### config.mk
export PLATFORM = sky130hd
export DESIGN_NAME = snake_stream_flat
export DESIGN_NICKNAME = d
export VERILOG_FILES = /design/src/rtl/snake_stream_if.sv /design/src/rtl/snake_stream.sv /design/src/flat_wrapper.sv
export SDC_FILE = /design/constraint.sdc
export NUM_CORES = 1
export LEC_CHECK = 0
export CAP_MARGIN = 20
export CORE_MARGIN = 1
export CORE_UTILIZATION = 41
export CTS_CLUSTER_SIZE = 40
export DETAILED_ROUTE_END_ITERATION = 7
export GPL_ROUTABILITY_DRIVEN = 0
export PLACE_DENSITY = 0.66
export SLEW_MARGIN = 20
export SYNTH_ARGS = -nofsm -noshare
export SYNTH_HDL_FRONTEND = slang
export SYNTH_SLANG_ARGS = --single-unit
### constraint.sdc
create_clock -name clk -period 5.1 [get_ports clk]
set_input_delay 0.765 -clock clk [delete_from_list [all_inputs] [get_ports clk]]
set_output_delay 0.765 -clock clk [all_outputs]
set_load 0.02 [all_outputs]
### src/rtl/snake_stream_if.sv
// Bundles the game-side and renderer-side signals of snake_stream.
// slave is the snake_stream side; master is the game/renderer side.
interface snake_stream_if;
  logic       start;
  logic       step;
  logic [1:0] step_dir;
  logic       grow;
  logic [4:0] apple_x;
  logic [3:0] apple_y;
  logic       step_ready;
  logic       busy;
  logic [4:0] snake_x;
  logic [3:0] snake_y;
  logic [1:0] snake_dir;
  logic       snake_first;
  logic       snake_last;
  logic       snake_valid;
  logic [4:0] snake_head_x;
  logic [3:0] snake_head_y;
  logic [5:0] length;
  logic       done;
  logic       self_hit;
  logic       apple_hit;
  logic       wall_hit;

  modport slave (
    input  start, step, step_dir, grow, apple_x, apple_y,
    output step_ready, busy, snake_x, snake_y, snake_dir, snake_first,
           snake_last, snake_valid, snake_head_x, snake_head_y, length,
           done, self_hit, apple_hit, wall_hit
  );

  modport master (
    output start, step, step_dir, grow, apple_x, apple_y,
    input  step_ready, busy, snake_x, snake_y, snake_dir, snake_first,
           snake_last, snake_valid, snake_head_x, snake_head_y, length,
           done, self_hit, apple_hit, wall_hit
  );
endinterface

### src/rtl/snake_stream.sv
// Snake body store: head plus a link-direction list, streamed head-to-tail on request.
// Collision and apple results are gathered while the body is streamed.
module snake_stream #(
  parameter int GAME_WIDTH  = 18,
  parameter int GAME_HEIGHT = 13,
  parameter int MAX_LEN     = 32,
  parameter int START_X     = 4,
  parameter int START_Y     = 7,
  parameter int START_LEN   = 3
) (
  input  logic clk,
  input  logic rst,
  snake_stream_if.slave bus
);

  localparam int IW = $clog2(MAX_LEN);

  typedef enum logic {IDLE, STREAM} state_e;

  state_e        state_q;
  logic [IW-1:0] idx_q;
  logic [4:0]    cx_q, hx_q, hx_d;
  logic [3:0]    cy_q, hy_q, hy_d;
  logic [5:0]    len_q, len_d;
  logic [1:0]    link_q [MAX_LEN];
  logic [1:0]    link_d [MAX_LEN];
  logic          pend_q, pend_grow_q;
  logic [1:0]    pend_dir_q;
  logic          self_acc_q, apple_acc_q;
  logic          valid_q, first_q, last_q, done_q, self_hit_q, apple_hit_q;
  logic [4:0]    x_q;
  logic [3:0]    y_q;
  logic [1:0]    dir_q;

  logic          do_move, mv_grow;
  logic [1:0]    mv_dir, seg_dir;
  logic [IW-1:0] ei;
  logic [4:0]    ex, nx;
  logic [3:0]    ey, ny;
  logic          is_last, self_now, apple_now;

  function automatic logic [4:0] stepX(input logic [4:0] x, input logic [1:0] d);
    case (d)
      2'd2:    return x - 5'd1;
      2'd3:    return x + 5'd1;
      default: return x;
    endcase
  endfunction

  function automatic logic [3:0] stepY(input logic [3:0] y, input logic [1:0] d);
    case (d)
      2'd0:    return y - 4'd1;
      2'd1:    return y + 4'd1;
      default: return y;
    endcase
  endfunction

  // A pending move outranks both a fresh step and a start request.
  always_comb begin
    do_move = (state_q == IDLE) && (pend_q || bus.step);
    mv_dir  = pend_q ? pend_dir_q  : bus.step_dir;
    mv_grow = pend_q ? pend_grow_q : bus.grow;
    hx_d    = hx_q;
    hy_d    = hy_q;
    len_d   = len_q;
    link_d  = link_q;
    if (do_move) begin
      hx_d = stepX(hx_q, mv_dir);
      hy_d = stepY(hy_q, mv_dir);
      for (int i = 1; i < MAX_LEN; i++) link_d[i] = link_q[i-1];
      link_d[0] = {mv_dir[1], ~mv_dir[0]};
      if (mv_grow && (len_q < 6'(MAX_LEN))) len_d = len_q + 6'd1;
    end
  end

  // Segment being emitted this edge: the (possibly just moved) head on start, else the cursor.
  always_comb begin
    if (state_q == IDLE) begin
      ei = '0;
      ex = hx_d;
      ey = hy_d;
    end else begin
      ei = idx_q;
      ex = cx_q;
      ey = cy_q;
    end
    seg_dir   = link_d[ei];
    nx        = stepX(ex, seg_dir);
    ny        = stepY(ey, seg_dir);
    is_last   = (6'(ei) == len_d - 6'd1);
    self_now  = (ei != '0) && (ex == hx_q) && (ey == hy_q);
    apple_now = (ex == bus.apple_x) && (ey == bus.apple_y);
  end

  always_ff @(posedge clk) begin
    if (rst) begin
      state_q     <= IDLE;
      idx_q       <= '0;
      cx_q        <= '0;
      cy_q        <= '0;
      hx_q        <= 5'(START_X);
      hy_q        <= 4'(START_Y);
      len_q       <= 6'(START_LEN);
      for (int i = 0; i < MAX_LEN; i++) link_q[i] <= 2'd2;
      pend_q      <= 1'b0;
      pend_dir_q  <= 2'd0;
      pend_grow_q <= 1'b0;
      self_acc_q  <= 1'b0;
      apple_acc_q <= 1'b0;
      valid_q     <= 1'b0;
      first_q     <= 1'b0;
      last_q      <= 1'b0;
      done_q      <= 1'b0;
      self_hit_q  <= 1'b0;
      apple_hit_q <= 1'b0;
      x_q         <= '0;
      y_q         <= '0;
      dir_q       <= '0;
    end else begin
      hx_q   <= hx_d;
      hy_q   <= hy_d;
      len_q  <= len_d;
      link_q <= link_d;
      done_q <= 1'b0;
      case (state_q)
        IDLE: begin
          if (pend_q) begin
            pend_q <= 1'b0;
          end else if (bus.start) begin
            state_q     <= STREAM;
            valid_q     <= 1'b1;
            x_q         <= ex;
            y_q         <= ey;
            dir_q       <= seg_dir;
            first_q     <= 1'b1;
            last_q      <= is_last;
            cx_q        <= nx;
            cy_q        <= ny;
            idx_q       <= ei + IW'(1);
            self_acc_q  <= 1'b0;
            apple_acc_q <= apple_now;
          end
        end
        STREAM: begin
          if (bus.step && !pend_q) begin
            pend_q      <= 1'b1;
            pend_dir_q  <= bus.step_dir;
            pend_grow_q <= bus.grow;
          end
          if (last_q) begin
            state_q     <= IDLE;
            valid_q     <= 1'b0;
            first_q     <= 1'b0;
            last_q      <= 1'b0;
            x_q         <= '0;
            y_q         <= '0;
            dir_q       <= '0;
            done_q      <= 1'b1;
            self_hit_q  <= self_acc_q;
            apple_hit_q <= apple_acc_q;
          end else begin
            x_q         <= ex;
            y_q         <= ey;
            dir_q       <= seg_dir;
            first_q     <= 1'b0;
            last_q      <= is_last;
            cx_q        <= nx;
            cy_q        <= ny;
            idx_q       <= ei + IW'(1);
            self_acc_q  <= self_acc_q | self_now;
            apple_acc_q <= apple_acc_q | apple_now;
          end
        end
        default: state_q <= IDLE;
      endcase
    end
  end

  assign bus.step_ready   = ~pend_q;
  assign bus.busy         = (state_q == STREAM);
  assign bus.snake_x      = x_q;
  assign bus.snake_y      = y_q;
  assign bus.snake_dir    = dir_q;
  assign bus.snake_first  = first_q;
  assign bus.snake_last   = last_q;
  assign bus.snake_valid  = valid_q;
  assign bus.snake_head_x = hx_q;
  assign bus.snake_head_y = hy_q;
  assign bus.length       = len_q;
  assign bus.done         = done_q;
  assign bus.self_hit     = self_hit_q;
  assign bus.apple_hit    = apple_hit_q;
  assign bus.wall_hit     = (hx_q == 5'd0) || (hx_q == 5'(GAME_WIDTH + 1)) ||
                            (hy_q == 4'd0) || (hy_q == 4'(GAME_HEIGHT + 1));

endmodule

### src/flat_wrapper.sv
// flat-port wrapper written by rule: the top's interface ports become plain ports
module snake_stream_flat 
#(
  parameter int GAME_WIDTH  = 18,
  parameter int GAME_HEIGHT = 13,
  parameter int MAX_LEN     = 32,
  parameter int START_X     = 4,
  parameter int START_Y     = 7,
  parameter int START_LEN   = 3
)
  (clk, rst, bus_start, bus_step, bus_step_dir, bus_grow, bus_apple_x, bus_apple_y, bus_step_ready, bus_busy, bus_snake_x, bus_snake_y, bus_snake_dir, bus_snake_first, bus_snake_last, bus_snake_valid, bus_snake_head_x, bus_snake_head_y, bus_length, bus_done, bus_self_hit, bus_apple_hit, bus_wall_hit);
  snake_stream_if bus_i ();
  input  logic clk;
  input  logic rst;
  input wire logic [$bits(bus_i.start)-1:0] bus_start;
  input wire logic [$bits(bus_i.step)-1:0] bus_step;
  input wire logic [$bits(bus_i.step_dir)-1:0] bus_step_dir;
  input wire logic [$bits(bus_i.grow)-1:0] bus_grow;
  input wire logic [$bits(bus_i.apple_x)-1:0] bus_apple_x;
  input wire logic [$bits(bus_i.apple_y)-1:0] bus_apple_y;
  output wire logic [$bits(bus_i.step_ready)-1:0] bus_step_ready;
  output wire logic [$bits(bus_i.busy)-1:0] bus_busy;
  output wire logic [$bits(bus_i.snake_x)-1:0] bus_snake_x;
  output wire logic [$bits(bus_i.snake_y)-1:0] bus_snake_y;
  output wire logic [$bits(bus_i.snake_dir)-1:0] bus_snake_dir;
  output wire logic [$bits(bus_i.snake_first)-1:0] bus_snake_first;
  output wire logic [$bits(bus_i.snake_last)-1:0] bus_snake_last;
  output wire logic [$bits(bus_i.snake_valid)-1:0] bus_snake_valid;
  output wire logic [$bits(bus_i.snake_head_x)-1:0] bus_snake_head_x;
  output wire logic [$bits(bus_i.snake_head_y)-1:0] bus_snake_head_y;
  output wire logic [$bits(bus_i.length)-1:0] bus_length;
  output wire logic [$bits(bus_i.done)-1:0] bus_done;
  output wire logic [$bits(bus_i.self_hit)-1:0] bus_self_hit;
  output wire logic [$bits(bus_i.apple_hit)-1:0] bus_apple_hit;
  output wire logic [$bits(bus_i.wall_hit)-1:0] bus_wall_hit;
  assign bus_i.start = bus_start;
  assign bus_i.step = bus_step;
  assign bus_i.step_dir = bus_step_dir;
  assign bus_i.grow = bus_grow;
  assign bus_i.apple_x = bus_apple_x;
  assign bus_i.apple_y = bus_apple_y;
  assign bus_step_ready = bus_i.step_ready;
  assign bus_busy = bus_i.busy;
  assign bus_snake_x = bus_i.snake_x;
  assign bus_snake_y = bus_i.snake_y;
  assign bus_snake_dir = bus_i.snake_dir;
  assign bus_snake_first = bus_i.snake_first;
  assign bus_snake_last = bus_i.snake_last;
  assign bus_snake_valid = bus_i.snake_valid;
  assign bus_snake_head_x = bus_i.snake_head_x;
  assign bus_snake_head_y = bus_i.snake_head_y;
  assign bus_length = bus_i.length;
  assign bus_done = bus_i.done;
  assign bus_self_hit = bus_i.self_hit;
  assign bus_apple_hit = bus_i.apple_hit;
  assign bus_wall_hit = bus_i.wall_hit;
  snake_stream #(.GAME_WIDTH(GAME_WIDTH), .GAME_HEIGHT(GAME_HEIGHT), .MAX_LEN(MAX_LEN), .START_X(START_X), .START_Y(START_Y), .START_LEN(START_LEN)) u_core (.clk(clk), .rst(rst), .bus(bus_i));
endmodule
==> results of run 1 <==
-- metal layers --
layer  track usage  share of wire
met1        0.3084           0.50
met2        0.3188           0.43
met3       0.05146          0.057
met4       0.07003          0.014
met5             0              0
-- layout by cell type, fill, tap and decap left out, types with 15 or more instances in the layout --
cell / netlist / layout
sky130_fd_sc_hd__nor2_1: 56 / 56
sky130_fd_sc_hd__buf_4: 2 / 17
sky130_fd_sc_hd__nand3_1: 40 / 40
sky130_fd_sc_hd__clkbuf_16: 0 / 17
sky130_fd_sc_hd__xor2_1: 22 / 22
sky130_fd_sc_hd__nor3_1: 17 / 17
sky130_fd_sc_hd__clkdlybuf4s50_1: 0 / 49
sky130_fd_sc_hd__xnor2_1: 26 / 26
sky130_fd_sc_hd__nand2_1: 166 / 166
sky130_fd_sc_hd__o21ai_0: 20 / 20
sky130_fd_sc_hd__ha_1: 15 / 15
sky130_fd_sc_hd__dfxtp_1: 117 / 116
sky130_fd_sc_hd__a21oi_1: 66 / 66
sky130_fd_sc_hd__mux2i_1: 19 / 19
-- cells in the mapped netlist, types with 5 or more instances --
cell type,number
sky130_fd_sc_hd__xor2_1,22
sky130_fd_sc_hd__nand2_1,166
sky130_fd_sc_hd__and3_1,5
sky130_fd_sc_hd__nand4_1,5
sky130_fd_sc_hd__a221oi_1,5
sky130_fd_sc_hd__a31oi_1,6
sky130_fd_sc_hd__nor4_1,6
sky130_fd_sc_hd__a22oi_1,6
sky130_fd_sc_hd__a21o_1,8
sky130_fd_sc_hd__a21oi_1,66
sky130_fd_sc_hd__nand3_1,40
sky130_fd_sc_hd__xnor2_1,26
sky130_fd_sc_hd__dfxtp_1,117
sky130_fd_sc_hd__clkbuf_1,24
sky130_fd_sc_hd__buf_1,11
sky130_fd_sc_hd__nor3_1,17
sky130_fd_sc_hd__and2_1,5
sky130_fd_sc_hd__buf_2,10
sky130_fd_sc_hd__inv_1,14
sky130_fd_sc_hd__nor2_1,56
sky130_fd_sc_hd__mux2_2,12
sky130_fd_sc_hd__mux2i_1,19
sky130_fd_sc_hd__a211oi_1,12
sky130_fd_sc_hd__ha_1,15
sky130_fd_sc_hd__o21ai_0,20
sky130_fd_sc_hd__nand2b_1,7
-- layout make-up --
cell class / count / area, sq um / area share
multi-input cells: 600 / 3740 / 0.4959
repair buffers: 67 / 623.1 / 0.08263
inverters: 15 / 56.30 / 0.007466
flip-flops and latches: 117 / 2344 / 0.3108
well taps: 188 / 235.2 / 0.03119
clock inverters: 10 / 82.58 / 0.01095
clock buffers: 21 / 460.4 / 0.06106
-- cell families (layout without fill, tap and decap cells) --
family,count (synthesis),after routing
buf+inv,66,113
simple gates,332,332
compound gates,161,161
xor+xnor,48,48
flops,117,117
mux,40,40
fa+ha+maj,19,19
-- metrics by stage --
stage / area [sq um] / total power [mW] / instances / hold WS [ns] / util
after detailed placement: 6998 / 1.749 / 987 / 0.4453 / 0.4603
final: 7541 / 2.843 / 1018 / 0.4487 / 0.4960
after CTS: 7541 / 2.861 / 1018 / 0.4525 / 0.4960
after global routing: 7541 / 2.981 / 1018 / 0.4786 / 0.4960
after floorplan: 6377 / 1.558 / 783 / 0.4247 / -
after global placement: 6998 / 1.742 / 987 / 0.4438 / 0.4603
-- worst paths after layout --
path,start,end,slack (ns),depth (start not counted)
max,u_core.pend_q$_SDFFE_PP0P_,u_core.cx_q[4]$_SDFFE_PP0P_,0.79,11
min,u_core.bus.apple_hit$_SDFFE_PP0P_,u_core.bus.apple_hit$_SDFFE_PP0P_,0.45,2
max reg2reg,u_core.pend_q$_SDFFE_PP0P_,u_core.cx_q[4]$_SDFFE_PP0P_,0.79,11
min reg2reg,u_core.bus.apple_hit$_SDFFE_PP0P_,u_core.bus.apple_hit$_SDFFE_PP0P_,0.45,2
-- power by group --
part	internal, mW	switching [mW]
combinational	0.295	0.382
clock	0.685	0.419
sequential	0.987	0.0752
-- state kept, by name, summed over array words and instances, names as in the netlist, 2 cells and up --
name and cells:
u_core.bus.length 6, u_core.bus.snake_dir 2, u_core.bus.snake_head_x 5, u_core.bus.snake_head_y 4, u_core.bus.snake_x 5, u_core.bus.snake_y 4, u_core.cx_q 5, u_core.cy_q 4
u_core.idx_q 5, u_core.link_q 64, u_core.pend_dir_q 2
-- worst max-delay path, delay by kind of cell (launching register included) --
kind | cells | cell delay [ns]
XOR/XNOR | 1 | 0.24
adder cells (fa/ha/maj) | 2 | 1.02
multiplexers | 1 | 0.73
AND/OR/NAND/NOR | 2 | 0.42
flip-flops | 1 | 0.71
AO/OA/AOI/OAI | 5 | 1.09
==> metrics.md, run 1 <==
| Metric | Value |
|---|---|
| CP max stage delay | 0.73 ns |
| Routed Wire Length | 16.64 mm |
| Number of pins exceeding their max-slew limit in the final report | 0 |
| Worst Setup Slack post-DPL | 0.5633 ns |
| TritonCTS clock tree | built |
| CTS H-tree depth | 4 |
| Clk slew on worst S/H paths | 0.05 ns |
| Drt first pass iters | 6 |
| Async S/R FF share, synth | 0 |
| Routed Antenna Nets | 0 |
| CP startpoint kind | register |
| Standard cell with the maximum stage delay on the critical path | sky130_fd_sc_hd__mux2i_1 |
| DRC violation total after the first TritonRoute iteration | 394 |
| Via count of the routed design | 5601 |
| Mean number of vias per cell | 5.502 |
| Routed WL per cell | 16.34 um |
| Hold buffer count at CTS | 0 |
| Area of the mapped netlist | 6377 sq um |
| Ys flop type | sky130_fd_sc_hd__dfxtp_1 |
| Share of the yosys chip area belonging to registers | 0.3673 |
| Worst IR drop on VDD | 224.7 uV |
| Diode count | 0 |
| Largest family of logic cells by synthesized area | simple AND/OR/NAND/NOR gates |
| GRT Resource Usage Total | 0.2159 |
| Via count of the first global-routing pass | 5124 |
| Area of the core | 15200 sq um |
| Maximum number of pins on one net before global-route repair | 80 |
| Net count after synthesis | 818 |
| Pwr/cell area | 377.0 nW/um^2 |
| First-pass GRT wire length | 27.14 mm |
| Kind of critical path | reg -> reg |
| Die height | 126.7 um |
| Mux share of post-synthesis cell area | 0.08162 |
| Parity-gate share of the synthesized area counting xor and xnor cells | 0.06592 |
| Number of instances in the synthesized netlist | 783 |
| Number of enable-type register cells in the synthesized netlist | 0 |
| Kind of end point of the critical path | register |
| Arrival time at the worst endpoint | 4.64 ns |
| I/O pin count | 51 |
| Seq cells post-synth | 117 |
| Final period util | 0.8453 |
| Worst-margin pin slew | 1.010 ns |
| Achievable frequency | 232.0 MHz |
| Post-CTS repair timing setup buffer count | 0 |
| Cell-by-cell trace of the critical path | mux2i_1 > nand2b_1 > fa_1 > o21ai_0 > a31oi_1 > fa_1 > a21o_1 > a21oi_1 > xor2_1 > nand3_1 > a311oi_1 |
| Overflow after GRT | 0 |
| Unrepaired setup endpoints after global routing | no |
| Net total in the final layout | 853 |
| Setup Viol. Count Final | 0 |
| Die area | 16060 sq um |
| Post-synthesis share of cell area spent on full adders, half adders and majority gates | 0.04199 |
| Number of library cell types mapped by synthesis | 70 |
| Total clock buffers created by CTS | 17 |
| Compound-cell area share of the yosys netlist | 0.1638 |
| Sink Count | 117 |
| Area share of the largest cell type after synthesis | 0.3673 |
| Clock Latency Late Sink | 0.42 ns |
| Smallest setup slack after layout | 0.7890 ns |
| Final Hold Violating Endpoints | 0 |
| DRC violations left | 0 |
| Cell mode on critical path | sky130_fd_sc_hd__fa_1 |
| Effective utilization at floorplan | 0.4195 |
| Number of resized instances in the post-cts repair step | 0 |
| Number of antenna violations at the first check in global routing | 0 |
| Number of maximum-capacitance violations | 0 |
| Worst Hold Class | reg -> reg |
| Port Buf Inserts | 50 |
| Data required time at the worst endpoint | 5.43 ns |
| Final clock skew | 0.006377 ns |
| Final critical delay including setup and external delays | 4.311 ns |
| Synth top area cells | sky130_fd_sc_hd__dfxtp_1 (37%), sky130_fd_sc_hd__nand2_1 (9.8%), sky130_fd_sc_hd__a21oi_1 (5.2%), sky130_fd_sc_hd__xnor2_1 (3.6%), sky130_fd_sc_hd__nor2_1 (3.3%) |
| Standard-cell row count | 45 |
| Per-instance average area after synthesis | 8.145 sq um |
| Layout cell share with drive strength beyond 1 | 0.09759 |
| Worst-path maximum fanout | 17 |
| Synthesized-area fraction occupied by and/or/nand/nor cells | 0.2313 |
| Leakage component of the power | 3.006 nW |
| Cell taking the most area after synthesis | sky130_fd_sc_hd__dfxtp_1 |
| Deepest clock path buffer count | 2 |
| Post-DP HPWL | 11.05 mm |
| Yosys warning count | 0 |
| Floorplan die width | 126.7 um |
| Signed area change from the synthesized netlist to the final layout | 18.25% |
| Total Neg Setup Slack | 0 ns |
| Tightest slew margin relative to the limit | 0.3256 |
| Layout fillers | 1491 |
| Clock tree root driver cell | sky130_fd_sc_hd__clkbuf_16 |
| Outcome | completed |
Power figures use the tool's default switching activity.
==> run 2: changes to the inputs <==
clock period = 4.1 ns   (was 5.1 ns; I/O delays follow)
==> metrics.md, run 2 (synthesis results as in run 1) <==
| Metric | Value |
|---|---|
| Critical path endpoint | u_core.cx_q[4]$_SDFFE_PP0P_ |
| Logic depth of the worst register-to-register path | 14 (+3) |
| Floorplan die width | 126.7 um (unchanged) |
| First-pass GRT wire length | 28.19 mm (+3.9%) |
| Number of antenna violations at the first check in global routing | 0 (unchanged) |
| Diode count | 0 (unchanged) |
| Arrival time at the worst endpoint | 4.04 ns (-0.60 ns) |
| Drt first pass iters | 5 (-1) |
| Terminus of the critical flop-to-flop path | u_core.cx_q[4]$_SDFFE_PP0P_ |
| Die area | 16060 sq um (unchanged) |
| Data required time at the worst endpoint | 4.43 ns (-1.00 ns) |
| Worst-margin pin slew | 0.9212 ns (-0.08899 ns) |
| Dominant delay contributor by cell family on the critical path | compound AO/OA/AOI/OAI gates |
| Signed area change from the synthesized netlist to the final layout | 21.68% |
| CP max stage delay | 0.58 ns (-0.15 ns) |
| Routed WL per cell | 16.59 um (+1.5%) |
| Via count of the routed design | 5827 (+4.0%) |
| Kind of critical path | in -> reg |
| Setup Viol. Count Final | 0 (unchanged) |
| Number of maximum-capacitance violations | 0 (unchanged) |
| Area of the core | 15200 sq um (unchanged) |
| Final clock skew | 0.008796 ns (+0.002419 ns) |
| Final Hold Violating Endpoints | 0 (unchanged) |
| Clock Latency Late Sink | 0.42 ns (about the same) |
| Worst Hold Class | reg -> reg |
| Number of pins exceeding their max-slew limit in the final report | 0 (unchanged) |
| Sink Count | 117 (unchanged) |
| Clock tree root driver cell | sky130_fd_sc_hd__clkbuf_16 |
| Overflow after GRT | 0 (unchanged) |
| Achievable frequency | 269.5 MHz |
| Maximum number of pins on one net before global-route repair | 80 (unchanged) |
| Final design utilization | 0.5105 (+0.01440) |
| Clk slew on worst S/H paths | 0.06 ns (about the same) |
| Leakage component of the power | 3.128 nW (+4.1%) |
| Critical path buffers and inverters | 1 (+1) |
| TritonCTS clock tree | built |
| Pwr/cell area | 476.9 nW/um^2 (+27%) |
| Layout cell share with drive strength beyond 1 | 0.1232 (+0.02565) |
| Routed Wire Length | 17.25 mm (+3.7%) |
| Start of the worst register-to-register path | u_core.pend_q$_SDFFE_PP0P_ |
| Kind of end point of the critical path | register |
| Routed Antenna Nets | 0 (unchanged) |
| Outcome | completed |
| Critical path startpoint | bus_step |
| Leading cell type in the layout, fill and taps excluded | sky130_fd_sc_hd__nand2_1 |
| Critical path depth | 14 (+3) |
| Total clock buffers created by CTS | 17 (unchanged) |
| Die height | 126.7 um (unchanged) |
| Most frequent cells in the layout | sky130_fd_sc_hd__nand2_1 (166), sky130_fd_sc_hd__dfxtp_1 (116), sky130_fd_sc_hd__a21oi_1 (66) |
| Hold buffer count at CTS | 0 (unchanged) |
| Overall power | 3.701 mW (+30%) |
| Layout fillers | 1461 (-2.0%) |
| Final period util | 0.9049 |
| Area of all placed cells without fillers | 7760 sq um (+2.9%) |
| Post-CTS repair timing setup buffer count | 0 (unchanged) |
| Placed Instance Area | 7168 sq um (+2.4%) |
| Worst IR drop on VDD | 315.3 uV (+40%) |
| Unrepaired setup endpoints after global routing | no |
| Deepest clock path buffer count | 2 (unchanged) |
| I/O pin count | 51 (unchanged) |
| Via count of the first global-routing pass | 5333 (+4.1%) |
| Fin Hold WS | 0.4558 ns (+0.007077 ns) |
| Tightest slew margin relative to the limit | 0.3859 (+0.06025) |
| Net total in the final layout | 874 (+2.5%) |
| CP startpoint kind | input port |
| FF-to-FF setup slack | 0.42 ns (-0.37 ns) |
| Standard cell with the maximum stage delay on the critical path | sky130_fd_sc_hd__clkdlybuf4s50_1 |
| DRC violations left | 0 (unchanged) |
| Post-DP HPWL | 11.70 mm (+5.9%) |
| Cell-by-cell trace of the critical path | clkdlybuf4s50_1 > o21ba_2 > nand2_1 > a32o_1 > a211o_1 > a21oi_1 > or3_1 > nand2_1 > fa_1 > a21o_1 > a21oi_1 > xor2_1 > nand3_1 > a311oi_1 |
| GRT Resource Usage Total | 0.2234 (+0.007540) |
| Standard-cell row count | 45 (unchanged) |
| Mean number of vias per cell | 5.603 (+1.8%) |
| CTS H-tree depth | 4 (unchanged) |
| Most flops, register | u_core.link_q |
| Number of resized instances in the post-cts repair step | 0 (unchanged) |
| Total Neg Setup Slack | 0 ns (unchanged) |
| Final critical delay including setup and external delays | 3.710 ns |
| Effective utilization at floorplan | 0.4195 (unchanged) |
| Max FFs per register | 64 (unchanged) |
| Worst-path maximum fanout | 11 (-6) |
| DRC violation total after the first TritonRoute iteration | 473 (+20%) |
| Port Buf Inserts | 50 (unchanged) |
==> run 2: per-layer routing <==
layer  vias to the layer above  global-route usage  share of wire
li1                       2853                   -              -
met1                      2817              0.3227           0.50
met2                       146              0.3380           0.44
met3                        11             0.04344          0.051
met4                         0             0.06303         0.0077
met5                         -                   0              0
==> run 2: how the worst min path moves through the flow <==
stage,startpoint,slack [ns],cells after the start,to
after floorplan,u_core.self_acc_q$_SDFFE_PP0P_,0.42,2,u_core.self_acc_q$_SDFFE_PP0P_
after global placement,u_core.link_q[22]$_SDFF_PP0_,0.44,2,u_core.link_q[20]$_SDFF_PP0_
after detailed placement,u_core.link_q[22]$_SDFF_PP0_,0.45,2,u_core.link_q[20]$_SDFF_PP0_
after CTS,u_core.link_q[22]$_SDFF_PP0_,0.45,2,u_core.link_q[20]$_SDFF_PP0_
after global routing,u_core.link_q[28]$_SDFF_PP0_,0.48,2,u_core.link_q[26]$_SDFF_PP0_
final,u_core.link_q[22]$_SDFF_PP0_,0.46,2,u_core.link_q[20]$_SDFF_PP0_
==> run 2: tightest hold or removal path: cells and delay by family, from the launching register on <==
kind,cells,cell delay [ns]
DFF,1,0.31
and+or+nand+nor,1,0.05
AOI/OAI and AO/OA,1,0.05
==> run 2: per-stage QoR <==
stage	worst slack [ns]	std cells
2_1_floorplan	0.6376	783
3_3_place_gp	0.07250	1008
3_5_place_dp	0.003197	1008
4_1_cts	0.4258	1040
5_1_grt	0.1241	1040
6_report	0.3900	1040
==> run 2: where the power goes <==
part	switching (mW)	internal [mW]	total, mW
registers	0.0935	1.23	1.32
logic	0.488	0.403	0.891
clock network	0.575	0.915	1.49
total	1.16	2.54	3.70
==> run 2: cell type report <==
| type | count | area (sq um) | area share |
|---|---|---|---|
| Clock buffer | 18 | 439.2 | 0.05659 |
| Tap cell | 188 | 235.2 | 0.03031 |
| Sequential cell | 117 | 2344 | 0.3020 |
| Inverter | 15 | 56.30 | 0.007256 |
| Timing Repair Buffer | 88 | 793.3 | 0.1022 |
| Multi-Input combinational cell | 600 | 3740 | 0.4819 |
| Clock inverter | 14 | 152.6 | 0.01967 |
==> run 3: changes to the inputs <==
SKIP_CTS_REPAIR_TIMING = 1   (was not set)
==> results of run 3 <==
No change in the layout: final DEF, timing and power equal those of run 2.
